File: src/rtl/fifo_pkg.sv
// Shared constants and FSM state encoding for the FIFO burst reader.
package fifo_pkg;

    localparam int DEPTH         = 16;
    localparam int WIDTH         = 8;
    localparam int POINTER_WIDTH = 4;

    typedef enum logic [1:0] {
        ST_IDLE  = 2'd0,
        ST_BURST = 2'd1,
        ST_FLUSH = 2'd2
    } state_t;

endpackage

File: src/rtl/fifo_burst_reader_if.sv
// FIFO read port plus downstream valid/ready stream; master is the reader side.
interface fifo_burst_reader_if #(
    parameter int WIDTH         = fifo_pkg::WIDTH,
    parameter int POINTER_WIDTH = fifo_pkg::POINTER_WIDTH
);
    import fifo_pkg::*;

    logic [POINTER_WIDTH:0] fifo_count;
    logic                   fifo_empty;
    logic                   fifo_rd_en;
    logic [WIDTH-1:0]       fifo_rd_data;
    logic                   m_valid;
    logic                   m_ready;
    logic [WIDTH-1:0]       m_data;

    modport master (
        input  fifo_count, fifo_empty, fifo_rd_data, m_ready,
        output fifo_rd_en, m_valid, m_data
    );

    modport slave (
        output fifo_count, fifo_empty, fifo_rd_data, m_ready,
        input  fifo_rd_en, m_valid, m_data
    );

endinterface

File: src/rtl/fifo_skid_buf.sv
// Two-entry in-order buffer that absorbs the FIFO's registered read latency.
module fifo_skid_buf #(
    parameter int WIDTH = fifo_pkg::WIDTH
) (
    input  logic             clk,
    input  logic             reset,
    input  logic             push,
    input  logic [WIDTH-1:0] push_data,
    input  logic             pop,
    output logic [1:0]       occ,
    output logic [WIDTH-1:0] head
);
    import fifo_pkg::*;

    logic [WIDTH-1:0] head_q, head_d;
    logic [WIDTH-1:0] tail_q, tail_d;
    logic [1:0]       occ_q, occ_d;

    // Simultaneous push and pop keeps occupancy and shifts the tail forward.
    always_comb begin
        head_d = head_q;
        tail_d = tail_q;
        occ_d  = occ_q;
        case ({push, pop})
            2'b10: begin
                if (occ_q == 2'd0) head_d = push_data;
                else               tail_d = push_data;
                occ_d = occ_q + 2'd1;
            end
            2'b01: begin
                head_d = tail_q;
                occ_d  = occ_q - 2'd1;
            end
            2'b11: begin
                if (occ_q == 2'd1) begin
                    head_d = push_data;
                end else begin
                    head_d = tail_q;
                    tail_d = push_data;
                end
            end
            default: ;
        endcase
    end

    always_ff @(posedge clk or posedge reset) begin
        if (reset) begin
            head_q <= '0;
            tail_q <= '0;
            occ_q  <= 2'd0;
        end else begin
            head_q <= head_d;
            tail_q <= tail_d;
            occ_q  <= occ_d;
        end
    end

    assign occ  = occ_q;
    assign head = head_q;

    a_no_overflow:  assert property (@(posedge clk) disable iff (reset) !(push && !pop && occ_q == 2'd2));
    a_no_underflow: assert property (@(posedge clk) disable iff (reset) !(pop && occ_q == 2'd0));

endmodule

File: src/rtl/fifo_burst_reader.sv
// Drains the FIFO in threshold-triggered bursts (or on flush) onto a valid/ready stream.
module fifo_burst_reader #(
    parameter int WIDTH         = fifo_pkg::WIDTH,
    parameter int POINTER_WIDTH = fifo_pkg::POINTER_WIDTH,
    parameter int DEPTH         = fifo_pkg::DEPTH
) (
    input  logic                   clk,
    input  logic                   reset,
    fifo_burst_reader_if.master    bus,
    input  logic [POINTER_WIDTH:0] threshold,
    input  logic [POINTER_WIDTH:0] burst_len,
    input  logic                   flush,
    output logic                   busy,
    output logic                   burst_done
);
    import fifo_pkg::*;

    localparam logic [POINTER_WIDTH:0] MAX_LEN = (POINTER_WIDTH+1)'(DEPTH);

    state_t                 state_q, state_d;
    logic [POINTER_WIDTH:0] remaining_q, remaining_d;
    logic [POINTER_WIDTH:0] size_q, size_d;
    logic [POINTER_WIDTH:0] popped_q, popped_d;
    logic [POINTER_WIDTH:0] popped_inc;
    logic [POINTER_WIDTH:0] len_eff;
    logic                   inflight_q, inflight_d;
    logic [1:0]             occ;
    logic [WIDTH-1:0]       head;
    logic                   issue, pop, credit_ok, can_issue;

    fifo_skid_buf #(.WIDTH(WIDTH)) u_skid_buf (
        .clk       (clk),
        .reset     (reset),
        .push      (inflight_q),
        .push_data (bus.fifo_rd_data),
        .pop       (pop),
        .occ       (occ),
        .head      (head)
    );

    assign pop          = bus.m_valid && bus.m_ready;
    assign bus.m_valid  = occ != 2'd0;
    assign bus.m_data   = head;
    // A read may only be issued if the buffer has room once the in-flight word lands.
    assign credit_ok    = ({1'b0, occ} + {2'b00, inflight_q}) < (3'd2 + {2'b00, pop});
    assign can_issue    = (state_q == ST_FLUSH) || (state_q == ST_BURST && remaining_q != '0);
    assign bus.fifo_rd_en = can_issue && !bus.fifo_empty && credit_ok;
    assign issue        = bus.fifo_rd_en && !bus.fifo_empty;
    assign inflight_d   = issue;
    assign popped_inc   = popped_q + 1'b1;
    assign busy         = (state_q != ST_IDLE) || (occ != 2'd0) || inflight_q;

    always_comb begin
        len_eff = burst_len;
        if (burst_len == '0)          len_eff = {{POINTER_WIDTH{1'b0}}, 1'b1};
        else if (burst_len > MAX_LEN) len_eff = MAX_LEN;
    end

    // A burst only starts from an empty buffer so popped words map onto this burst alone.
    always_comb begin
        state_d     = state_q;
        remaining_d = remaining_q;
        size_d      = size_q;
        popped_d    = popped_q;
        burst_done  = 1'b0;
        case (state_q)
            ST_IDLE: begin
                if (flush && !bus.fifo_empty) begin
                    state_d = ST_FLUSH;
                end else if (threshold != '0 && bus.fifo_count >= threshold &&
                             occ == 2'd0 && !inflight_q) begin
                    remaining_d = len_eff;
                    size_d      = len_eff;
                    popped_d    = '0;
                    state_d     = ST_BURST;
                end
            end
            ST_BURST: begin
                if (issue) remaining_d = remaining_q - 1'b1;
                if (pop) begin
                    popped_d   = popped_inc;
                    burst_done = popped_inc == size_q;
                end
                if (remaining_q == '0 && occ == 2'd0 && !inflight_q) state_d = ST_IDLE;
            end
            ST_FLUSH: begin
                if (!flush || (bus.fifo_empty && occ == 2'd0 && !inflight_q)) state_d = ST_IDLE;
            end
            default: state_d = ST_IDLE;
        endcase
    end

    always_ff @(posedge clk or posedge reset) begin
        if (reset) begin
            state_q     <= ST_IDLE;
            remaining_q <= '0;
            size_q      <= '0;
            popped_q    <= '0;
            inflight_q  <= 1'b0;
        end else begin
            state_q     <= state_d;
            remaining_q <= remaining_d;
            size_q      <= size_d;
            popped_q    <= popped_d;
            inflight_q  <= inflight_d;
        end
    end

endmodule

File: src/flat_wrapper.sv
// flat-port wrapper written by rule: the top's interface ports become plain ports
module fifo_burst_reader_flat import fifo_pkg::*;
#(
    parameter int WIDTH         = fifo_pkg::WIDTH,
    parameter int POINTER_WIDTH = fifo_pkg::POINTER_WIDTH,
    parameter int DEPTH         = fifo_pkg::DEPTH
)
  (clk, reset, threshold, burst_len, flush, busy, burst_done, bus_fifo_count, bus_fifo_empty, bus_fifo_rd_data, bus_m_ready, bus_fifo_rd_en, bus_m_valid, bus_m_data);
  fifo_burst_reader_if #(.WIDTH(WIDTH), .POINTER_WIDTH(POINTER_WIDTH)) bus_i ();
  input  logic clk;
  input  logic reset;
  input  logic [POINTER_WIDTH:0] threshold;
  input  logic [POINTER_WIDTH:0] burst_len;
  input  logic flush;
  output logic busy;
  output logic burst_done;
  input wire logic [$bits(bus_i.fifo_count)-1:0] bus_fifo_count;
  input wire logic [$bits(bus_i.fifo_empty)-1:0] bus_fifo_empty;
  input wire logic [$bits(bus_i.fifo_rd_data)-1:0] bus_fifo_rd_data;
  input wire logic [$bits(bus_i.m_ready)-1:0] bus_m_ready;
  output wire logic [$bits(bus_i.fifo_rd_en)-1:0] bus_fifo_rd_en;
  output wire logic [$bits(bus_i.m_valid)-1:0] bus_m_valid;
  output wire logic [$bits(bus_i.m_data)-1:0] bus_m_data;
  assign bus_i.fifo_count = bus_fifo_count;
  assign bus_i.fifo_empty = bus_fifo_empty;
  assign bus_i.fifo_rd_data = bus_fifo_rd_data;
  assign bus_i.m_ready = bus_m_ready;
  assign bus_fifo_rd_en = bus_i.fifo_rd_en;
  assign bus_m_valid = bus_i.m_valid;
  assign bus_m_data = bus_i.m_data;
  fifo_burst_reader #(.WIDTH(WIDTH), .POINTER_WIDTH(POINTER_WIDTH), .DEPTH(DEPTH)) u_core (.clk(clk), .reset(reset), .bus(bus_i), .threshold(threshold), .burst_len(burst_len), .flush(flush), .busy(busy), .burst_done(burst_done));
endmodule
File: config.mk
export PLATFORM = sky130hd
export DESIGN_NAME = fifo_burst_reader_flat
export DESIGN_NICKNAME = d
export VERILOG_FILES = /design/src/rtl/fifo_pkg.sv /design/src/rtl/fifo_burst_reader_if.sv /design/src/rtl/fifo_skid_buf.sv /design/src/rtl/fifo_burst_reader.sv /design/src/flat_wrapper.sv
export SDC_FILE = /design/constraint.sdc
export NUM_CORES = 1
export LEC_CHECK = 0
export ABC_AREA = 1
export CAP_MARGIN = 5
export CELL_PAD_IN_SITES_DETAIL_PLACEMENT = 0
export CELL_PAD_IN_SITES_GLOBAL_PLACEMENT = 2
export CORE_ASPECT_RATIO = 0.6
export CORE_MARGIN = 2
export CORE_UTILIZATION = 33
export CTS_CLUSTER_SIZE = 28
export DETAILED_ROUTE_END_ITERATION = 16
export PLACE_DENSITY = 0.94
export SKIP_CTS_REPAIR_TIMING = 1
export SLEW_MARGIN = 0
export SYNTH_ARGS = -nofsm -noshare
export SYNTH_HDL_FRONTEND = slang
export SYNTH_SLANG_ARGS = --single-unit
File: constraint.sdc
create_clock -name clk -period 4.7 [get_ports clk]
set_clock_uncertainty 0.1 [all_clocks]
set_input_delay 0.94 -clock clk [delete_from_list [all_inputs] [get_ports clk]]
set_output_delay 0.94 -clock clk [all_outputs]
set_load 0.005 [all_outputs]
==> metrics.txt, run 1 <==
Final min period=3620 ps; Min-Delay Path Class=flip-flop to flip-flop; crit-path max FO=7; number of synthesized flops with an enable pin=0; CTS Buf Count=5; leakage power total=0.00145 uW; WS Path Type=input pin to output port; Post-Syn Area=2240 um^2; Die Y=67.8 um; Main synth FF type=dfrtp_1; I/O Buffers=39; Tot GR Track Use=14.9%; critical path launch point type=input pin; Sequential Power Share=32.0%; pins over their slew limit=0; die width=110 um; area delta synth->final=29.6%; layout cells sized above 1=10.1%; Hold EP=u_core.u_skid_buf.tail_q[1]; most numerous cell in the Yosys netlist=nand2_1; Root Driver=clkbuf_16; required time of the critical path=3660 ps; boundary pin count=40; grt total ovfl=0; largest net degree at the start of global routing=26; first-pass GRT wire length=8410 um; Worst setup EP type=output port; Mean Syn Cell Area=7.87 um^2; area fraction of the dominant cell type after synthesis=40.3%; antenna cells=0; post-DP HPWL=3800 um; Via density=4.44; Row Count=23; Gate Count Post-Synth=284; vias in the first global route=1766; GPL Wtd Cong=0.801; Pre-antenna DRT Iters=4; clock network power share=24.3%; crit-path cells=clkdlybuf4s50_1 -> nand2_2 -> inv_2 -> nand2_4 -> nor3_2 -> o211ai_1 -> nor2_1 -> clkdlybuf4s50_1; fmax=277 MHz; Placed Instances=406; R2R Path End=u_core.u_skid_buf.head[7]; CTS Buffer Depth=2; total negative slack=0 ps; Critical-path top delay cell=clkdlybuf4s50_1; post-synth top area cell=dfrtp_1; reg2reg start=u_core.u_skid_buf.occ[0]; Synth area leaders=dfrtp_1 40%, nand2_1 12%, ha_1 8.4%; DR vias=1837; hold path depth=2; syn_nets=327; Seq cells post-synth=36; Post-synth top cells=71 x nand2_1, 49 x inv_1, 36 x dfrtp_1, 20 x nor2_1, 17 x nand3_1; TritonCTS clock tree=built; Cell Area, Placed=2720 um^2; Comb pwr share=43.6%; final wirelength=4960 um; worst-margin pin slew=987 ps; initial DRC count=92; async set-or-reset flop fraction in the synthesized netlist=100%; switching share of power=38.3%; nets@finish=369; CP max stage delay=500 ps; Worst R2R Path Depth=11; max_cap viols=0; Skew-Pair Late Insertion Delay=280 ps; antenna viol nets, final=0; initial antenna violation count=0; Tcrit/Tclk final=76.9%; core box area=6620 um^2; Ys Warns=0; post-layout instance area=2900 um^2; H-Tree Depth=2; clock slew at reported path FFs=50 ps; Residual DRC=0; reg2reg setup slack=2270 ps; Starting Density=33.8%; pwr/cell area=577 nW/um^2; register area share after synthesis=40.3%; Slew HR=34.1%; Layout Cells excl Fill=414; Hold Path Origin=u_core.u_skid_buf.tail_q[1]; Internal=1030 uW; peak supply drop=0.312 mV; most used cell, CP=clkdlybuf4s50_1; Final setup viols=0; Crit path arrival time=2580 ps; clock sink count=36; switching power=640 uW; die area=7470 um^2; outcome=complete, no violations; post-DR wirelength/cell=12.0 um; library cells used by synthesis=29; RSZ-0062 raised after global routing=no; Final Hold Fails=0
cell type report:
cell class | count | area [um^2]
flip-flops and latches | 36 | 901
clock buffers | 7 | 153
well taps | 87 | 109
inverters | 54 | 205
repair buffers | 40 | 398
clock inverters | 1 | 30.0
multi-input cells | 189 | 1100
fillers | 672 | 3720
power by group through the flow:
stage	clock network, uW	logic, uW	registers [uW]
4_1_cts	416	735	535
2_1_floorplan	0	517	521
5_1_grt	429	833	553
3_5_place_dp	0	731	538
6_report	407	729	535
3_3_place_gp	0	722	539
per-stage QoR:
step	util [%]	hold slack (ps)	setup WS, ps	total power, uW
after floorplan	-	353	2130	1040
after global placement	41.0	366	1080	1260
after global routing	43.8	411	957	1810
final	43.8	386	1080	1670
after detailed placement	41.0	374	1080	1270
after CTS	43.8	388	1080	1690
logic make-up after synthesis:
kind of cell / after synthesis / synth area share, %
xor gates and xnor gates: 9 / 3.53
AOI/OAI and AO/OA: 45 / 12.4
adders and majority gates: 15 / 8.39
buffers and inverters: 59 / 10.4
DFF: 36 / 40.3
and+or+nand+nor: 120 / 25.0
worst max path at each step:
stage / from / end / slack (ps) / cells past startpoint
final: bus_m_ready / burst_done / 1080 / 8
after detailed placement: bus_m_ready / burst_done / 1080 / 8
after global routing: bus_m_ready / burst_done / 960 / 8
after global placement: bus_m_ready / burst_done / 1080 / 8
after CTS: bus_m_ready / burst_done / 1080 / 8
after floorplan: bus_m_ready / burst_done / 2130 / 6
layer usage:
metal	up-vias	wire length, um	share of wire, %	track usage, %
met5	-	0	0	0
met4	0	38	0.77	5.00
met3	5	233	4.7	3.57
met2	31	1790	36	18.6
met1	822	2900	59	24.1
li1	979	-	-	-
sequential cells by signal (all words and copies together), names as in the netlist:
name	flops
u_core.u_skid_buf.head	8
u_core.remaining_q	5
u_core.u_skid_buf.tail_q	8
u_core.state_q	2
u_core.u_skid_buf.occ	2
u_core.inflight_q	1
u_core.popped_q	5
u_core.size_q	5
cells in the final DEF (no fill, tap or decap), types with 2 or more instances in the layout:
cell	n
nor3_2	2
nand3_1	17
clkbuf_8	2
ha_1	15
o21ai_1	7
inv_2	4
clkbuf_16	5
inv_1	49
clkdlybuf4s50_1	39
nor2_4	2
nand2_1	71
nor2_1	20
nand2_4	2
dfrtp_1	36
o21ai_2	7
xor2_1	4
o21ai_0	15
o22ai_1	9
a21oi_1	4
xnor2_1	5
worst max-delay path, delay by kind of cell:
| family | cells | cell delay [ps] |
|---|---|---|
| AO/OA/AOI/OAI | 1 | 110 |
| buffers and inverters | 3 | 1080 |
| AND/OR/NAND/NOR | 4 | 450 |
(Power assumes the default switching activity.)
==> run 2: changes to the inputs <==
--- a/config.mk
+++ b/config.mk
@@ -11,10 +11,10 @@
 export CELL_PAD_IN_SITES_GLOBAL_PLACEMENT = 2
 export CORE_ASPECT_RATIO = 0.6
 export CORE_MARGIN = 2
-export CORE_UTILIZATION = 33
+export CORE_UTILIZATION = 30
 export CTS_CLUSTER_SIZE = 28
 export DETAILED_ROUTE_END_ITERATION = 16
-export PLACE_DENSITY = 0.94
+export PLACE_DENSITY = 0.88
 export SKIP_CTS_REPAIR_TIMING = 1
 export SLEW_MARGIN = 0
 export SYNTH_ARGS = -nofsm -noshare
==> constraint.sdc (replaced) <==
create_clock -name clk -period 3.6 [get_ports clk]
set_clock_uncertainty 0.1 [all_clocks]
set_input_delay 0.72 -clock clk [delete_from_list [all_inputs] [get_ports clk]]
set_output_delay 0.72 -clock clk [all_outputs]
set_load 0.005 [all_outputs]
==> run 2 against run 1 <==
  * Global-route usage shrank 1.4 points
  * Setup slack lost 680 ps
  * Largest power group unchanged
  * Critical endpoint unchanged
  * Critical path depth is the same
==> metrics.txt, run 2 (synthesized netlist as in run 1, its figures left out) <==
outcome=complete, no violations; Root Driver=clkbuf_16; Slew HR=58.3% (+24 points); post-DP HPWL=3810 um (+0.41%); Via density=4.28 (-3.6%); leakage power total=0.00144 uW (-0.64%); post-DR wirelength/cell=11.5 um (-4.1%); Tcrit/Tclk final=88.7%; Final Hold Fails=0 (unchanged); initial DRC count=90 (-2.2%); final wirelength=4960 um (+0.12%); boundary pin count=40 (unchanged); fillers=735 (+9.4%); DR vias=1848 (+0.60%); RSZ-0062 raised after global routing=no; vias in the first global route=1810 (+2.5%); die area=8180 um^2 (+9.5%); most common cell after layout, fill and taps aside=nand2_1; most used cell, CP=clkdlybuf4s50_1; Final setup viols=0 (unchanged); clock sink count=36 (unchanged); pins over their slew limit=0 (unchanged); Pre-antenna DRT Iters=4 (unchanged); peak supply drop=0.251 mV (-20%); Crit path max-delay family=buffers and inverters; Min-Delay Path Class=flip-flop to flip-flop; pwr/cell area=722 nW/um^2 (+25%); crit-path max FO=7 (unchanged); most frequent cells in the layout=71 x nand2_1, 49 x inv_1, 39 x clkdlybuf4s50_1, 36 x dfrtp_1, 20 x nor2_1; WS Path Type=input pin to output port; Skew-Pair Late Insertion Delay=280 ps (about the same); CTS Buffer Depth=2 (unchanged); total negative slack=0 ps (unchanged); grt total ovfl=0 (unchanged); Tot GR Track Use=13.6% (-1.4 points); Die Y=70.9 um (+4.6%); H-Tree Depth=2 (unchanged); clock slew at reported path FFs=60 ps (about the same); Residual DRC=0 (unchanged); critical path launch point type=input pin; antenna cells=0 (unchanged); first-pass GRT wire length=8740 um (+3.9%); area delta synth->final=29.4%; crit-path cells=clkdlybuf4s50_1 -> nand2_2 -> inv_2 -> nand2_4 -> nor3_2 -> o211ai_1 -> nor2_1 -> clkdlybuf4s50_1; core box area=7240 um^2 (+9.3%); pre-CTS WS=390 ps (-690 ps); max_cap viols=0 (unchanged); WP buf/inv=3 (unchanged); TritonCTS clock tree=built; Row Count=24 (+4.3%); required time of the critical path=2780 ps (-880 ps); initial antenna violation count=0 (unchanged); Crit path arrival time=2370 ps (-210 ps); nets@finish=370 (+0.27%); Starting Density=30.9% (-2.9 points); CTS Buf Count=5 (unchanged); I/O Buffers=39 (unchanged); die width=115 um (+4.7%); post-route worst setup slack=408 ps (-675 ps); largest net degree at the start of global routing=37 (+42%); Worst setup EP type=output port; Critical-path top delay cell=clkdlybuf4s50_1; Final min period=3190 ps; GPL Wtd Cong=0.743 (-7.3%); CP max stage delay=500 ps (about the same); antenna viol nets, final=0 (unchanged); worst-margin pin slew=625 ps (-363 ps); layout cells sized above 1=10.4% (+0.27 points); fmax=313 MHz
## run 2: where the power goes
group / switching, uW / internal, uW / total [uW]
registers: 123 / 572 / 695
clock network: 164 / 273 / 437
logic: 546 / 411 / 957
total: 833 / 1260 / 2090
## run 2: metrics by stage
stage                     std cells  utilization [%]  total power, uW  hold WS (ps)  instance area, um^2
after floorplan                 284                -             1360           353                 2240
after global placement          424             37.9             1650           365                 2740
after detailed placement        424             37.9             1660           373                 2740
after CTS                       432             40.0             2110           387                 2890
after global routing            432             40.0             2290           414                 2890
final                           432             40.0             2090           380                 2890
## run 2: path summary, 6_finish.rpt
check	from	end	slack, ps	cells past startpoint
setup / recovery	bus_m_ready	burst_done	410	8
min in group asynchronous	reset	u_core.u_skid_buf.head[3]	760	3
hold / removal	u_core.u_skid_buf.tail_q[2]	u_core.u_skid_buf.tail_q[2]	380	2
hold reg to reg	u_core.u_skid_buf.tail_q[2]	u_core.u_skid_buf.tail_q[2]	380	2
max in group asynchronous	reset	u_core.u_skid_buf.tail_q[5]	2310	3
setup reg to reg	u_core.u_skid_buf.occ[0]	u_core.u_skid_buf.head[6]	1140	11
## run 2: layout make-up
type / count / area (um^2) / share of cell area, %
timing repair buffer: 41 / 405 / 14.0
multi-input combinational: 189 / 1100 / 38.1
sequential: 36 / 901 / 31.1
inverter: 54 / 205 / 7.09
clock inverter: 2 / 10.0 / 0.346
clock buffer: 6 / 139 / 4.80
tap: 104 / 130 / 4.50
## run 2: worst min-delay path, stage by stage (launching register included)
cell and delay, ps:
dfrtp_1 340, nand2_1 50, o21ai_0 60
## run 2: metal layers
layer	global-route usage, %	routed length (um)	up-vias
met1	22.3	2900	820
li1	-	-	987
met3	3.08	238	4
met5	0	0	-
met2	17.3	1800	37
met4	3.21	29	0
==> run 3: changes to the inputs <==
--- a/config.mk
+++ b/config.mk
@@ -11,10 +11,10 @@
 export CELL_PAD_IN_SITES_GLOBAL_PLACEMENT = 2
 export CORE_ASPECT_RATIO = 0.6
 export CORE_MARGIN = 2
-export CORE_UTILIZATION = 30
+export CORE_UTILIZATION = 33
 export CTS_CLUSTER_SIZE = 28
 export DETAILED_ROUTE_END_ITERATION = 16
-export PLACE_DENSITY = 0.88
+export PLACE_DENSITY = 0.94
 export SKIP_CTS_REPAIR_TIMING = 1
 export SLEW_MARGIN = 0
 export SYNTH_ARGS = -nofsm -noshare
==> constraint.sdc (replaced) <==
create_clock -name clk -period 3.8 [get_ports clk]
set_clock_uncertainty 0.1 [all_clocks]
set_input_delay 0.76 -clock clk [delete_from_list [all_inputs] [get_ports clk]]
set_output_delay 0.76 -clock clk [all_outputs]
set_load 0.005 [all_outputs]
==> run 3 against run 2 <==
  * Cell area fell by 0.48%
  * Cell count is 4.2% lower
  * Sequential power shrank 4.5%
  * Global-route usage rose by 1.5 points
  * Power shrank 3.0%
  * Wire length shrank 0.79%
  * Critical path type unchanged
  * Highest routed layer unchanged
  * Worst hold slack better by 3.9 ps
  * Sequential cell count did not move
  * Via count down 0.70%
==> metrics.txt, run 3 (synthesized netlist as in run 1, its figures left out) <==
DR vias=1835 (-0.70%); pins over their slew limit=0 (unchanged); antenna cells=0 (unchanged); clock slew at reported path FFs=60 ps (about the same); Worst setup EP type=output port; CTS Buf Count=5 (unchanged); pwr/cell area=703 nW/um^2 (-2.6%); I/O Buffers=39 (unchanged); Final min period=3280 ps; Row Count=23 (-4.2%); area delta synth->final=28.8%; first-pass GRT wire length=8440 um (-3.5%); initial antenna violation count=0 (unchanged); critical path launch point type=input pin; most frequent cells in the layout=71 x nand2_1, 49 x inv_1, 39 x clkdlybuf4s50_1, 36 x dfrtp_1, 20 x nor2_1; core box area=6620 um^2 (-8.5%); most common cell after layout, fill and taps aside=nand2_1; Die Y=67.8 um (-4.4%); WS Path Type=input pin to output port; layout cells sized above 1=9.79% (-0.58 points); grt total ovfl=0 (unchanged); final wirelength=4920 um (-0.79%); Core Util, Final=43.5% (+3.5 points); Slew HR=56.9% (-1.4 points); TritonCTS clock tree=built; Skew-Pair Late Insertion Delay=280 ps (about the same); Tcrit/Tclk final=86.2%; Min-Delay Path Class=flip-flop to flip-flop; Final setup viols=0 (unchanged); leakage power total=0.00144 uW (about the same); worst-margin pin slew=646 ps (+21.4 ps); H-Tree Depth=2 (unchanged); max_cap viols=0 (unchanged); boundary pin count=40 (unchanged); Final Hold Fails=0 (unchanged); required time of the critical path=2940 ps (+160 ps); initial DRC count=96 (+6.7%); total negative slack=0 ps (unchanged); Pre-antenna DRT Iters=4 (unchanged); nets@finish=369 (-0.27%); GPL Wtd Cong=0.791 (+6.4%); Residual DRC=0 (unchanged); peak supply drop=0.317 mV (+26%); post-DP HPWL=3740 um (-1.9%); Tot GR Track Use=15.1% (+1.5 points); Root Driver=clkbuf_16; RSZ-0062 raised after global routing=no; post-DR wirelength/cell=11.9 um (+3.5%); die width=110 um (-4.5%); Crit path arrival time=2420 ps (+50 ps); CTS Buffer Depth=2 (unchanged); vias in the first global route=1736 (-4.1%); largest net degree at the start of global routing=37 (unchanged); die area=7470 um^2 (-8.7%); fmax=305 MHz; antenna viol nets, final=0 (unchanged); Via density=4.43 (+3.6%); clock sink count=36 (unchanged); Starting Density=33.8% (+2.9 points); crit-path max FO=7 (unchanged); fillers=688 (-6.4%); outcome=complete, no violations
==> run 3: cell types whose count changed in the layout (fill, tap and decap cells not counted) <==
cell,change
clkbuf_8,-1
bufinv_16,+1
buf_4,-1
clkbuf_1,+1
clkinv_2,-1
==> run 3: metrics by stage <==
step           setup slack [ps]  instances  area (um^2)  hold WS [ps]  total power, uW
2_1_floorplan              1570        284         2240           353             1280
3_3_place_gp                546        406         2720           366             1560
3_5_place_dp                517        406         2720           373             1570
4_1_cts                     513        414         2880           388             2050
5_1_grt                     388        414         2880           411             2210
6_report                    523        414         2880           384             2030
==> run 3: routing by layer <==
layer | wire length, um | GRT usage (%)
met5 | 0 | 0
met1 | 2930 | 24.3
met4 | 65 | 4.69
met2 | 1730 | 18.9
met3 | 194 | 3.76
==> run 3: area by class of cell <==
cell class	instances	area, um^2	share of cell area (%)
clock inverter	2	35.0	1.22
tap	87	109	3.78
multi-input combinational	189	1100	38.3
sequential	36	901	31.3
timing repair buffer	40	398	13.8
clock buffer	6	129	4.48
inverter	54	205	7.13
==> run 3: power by group <==
group	switching (uW)	internal, uW
clock	156	308
sequential	122	542
combinational	509	387
==> run 3: critical path, stage by stage <==
cell and delay [ps]:
clkdlybuf4s50_1 470, nand2_2 90, inv_2 110, nand2_4 80, nor3_2 200, o211ai_1 110, nor2_1 100, clkdlybuf4s50_1 500
==> run 3: final timing paths <==
check / start / to / cells after the start / slack (ps)
min reg2reg: u_core.u_skid_buf.tail_q[3] / u_core.u_skid_buf.tail_q[3] / 2 / 380
max in group asynchronous: reset / u_core.state_q[0] / 3 / 2470
min in group asynchronous: reset / u_core.u_skid_buf.head[3] / 3 / 800
max: bus_m_ready / burst_done / 8 / 520
max reg2reg: u_core.u_skid_buf.occ[0] / u_core.u_skid_buf.head[3] / 11 / 1330
min: u_core.u_skid_buf.tail_q[3] / u_core.u_skid_buf.tail_q[3] / 2 / 380
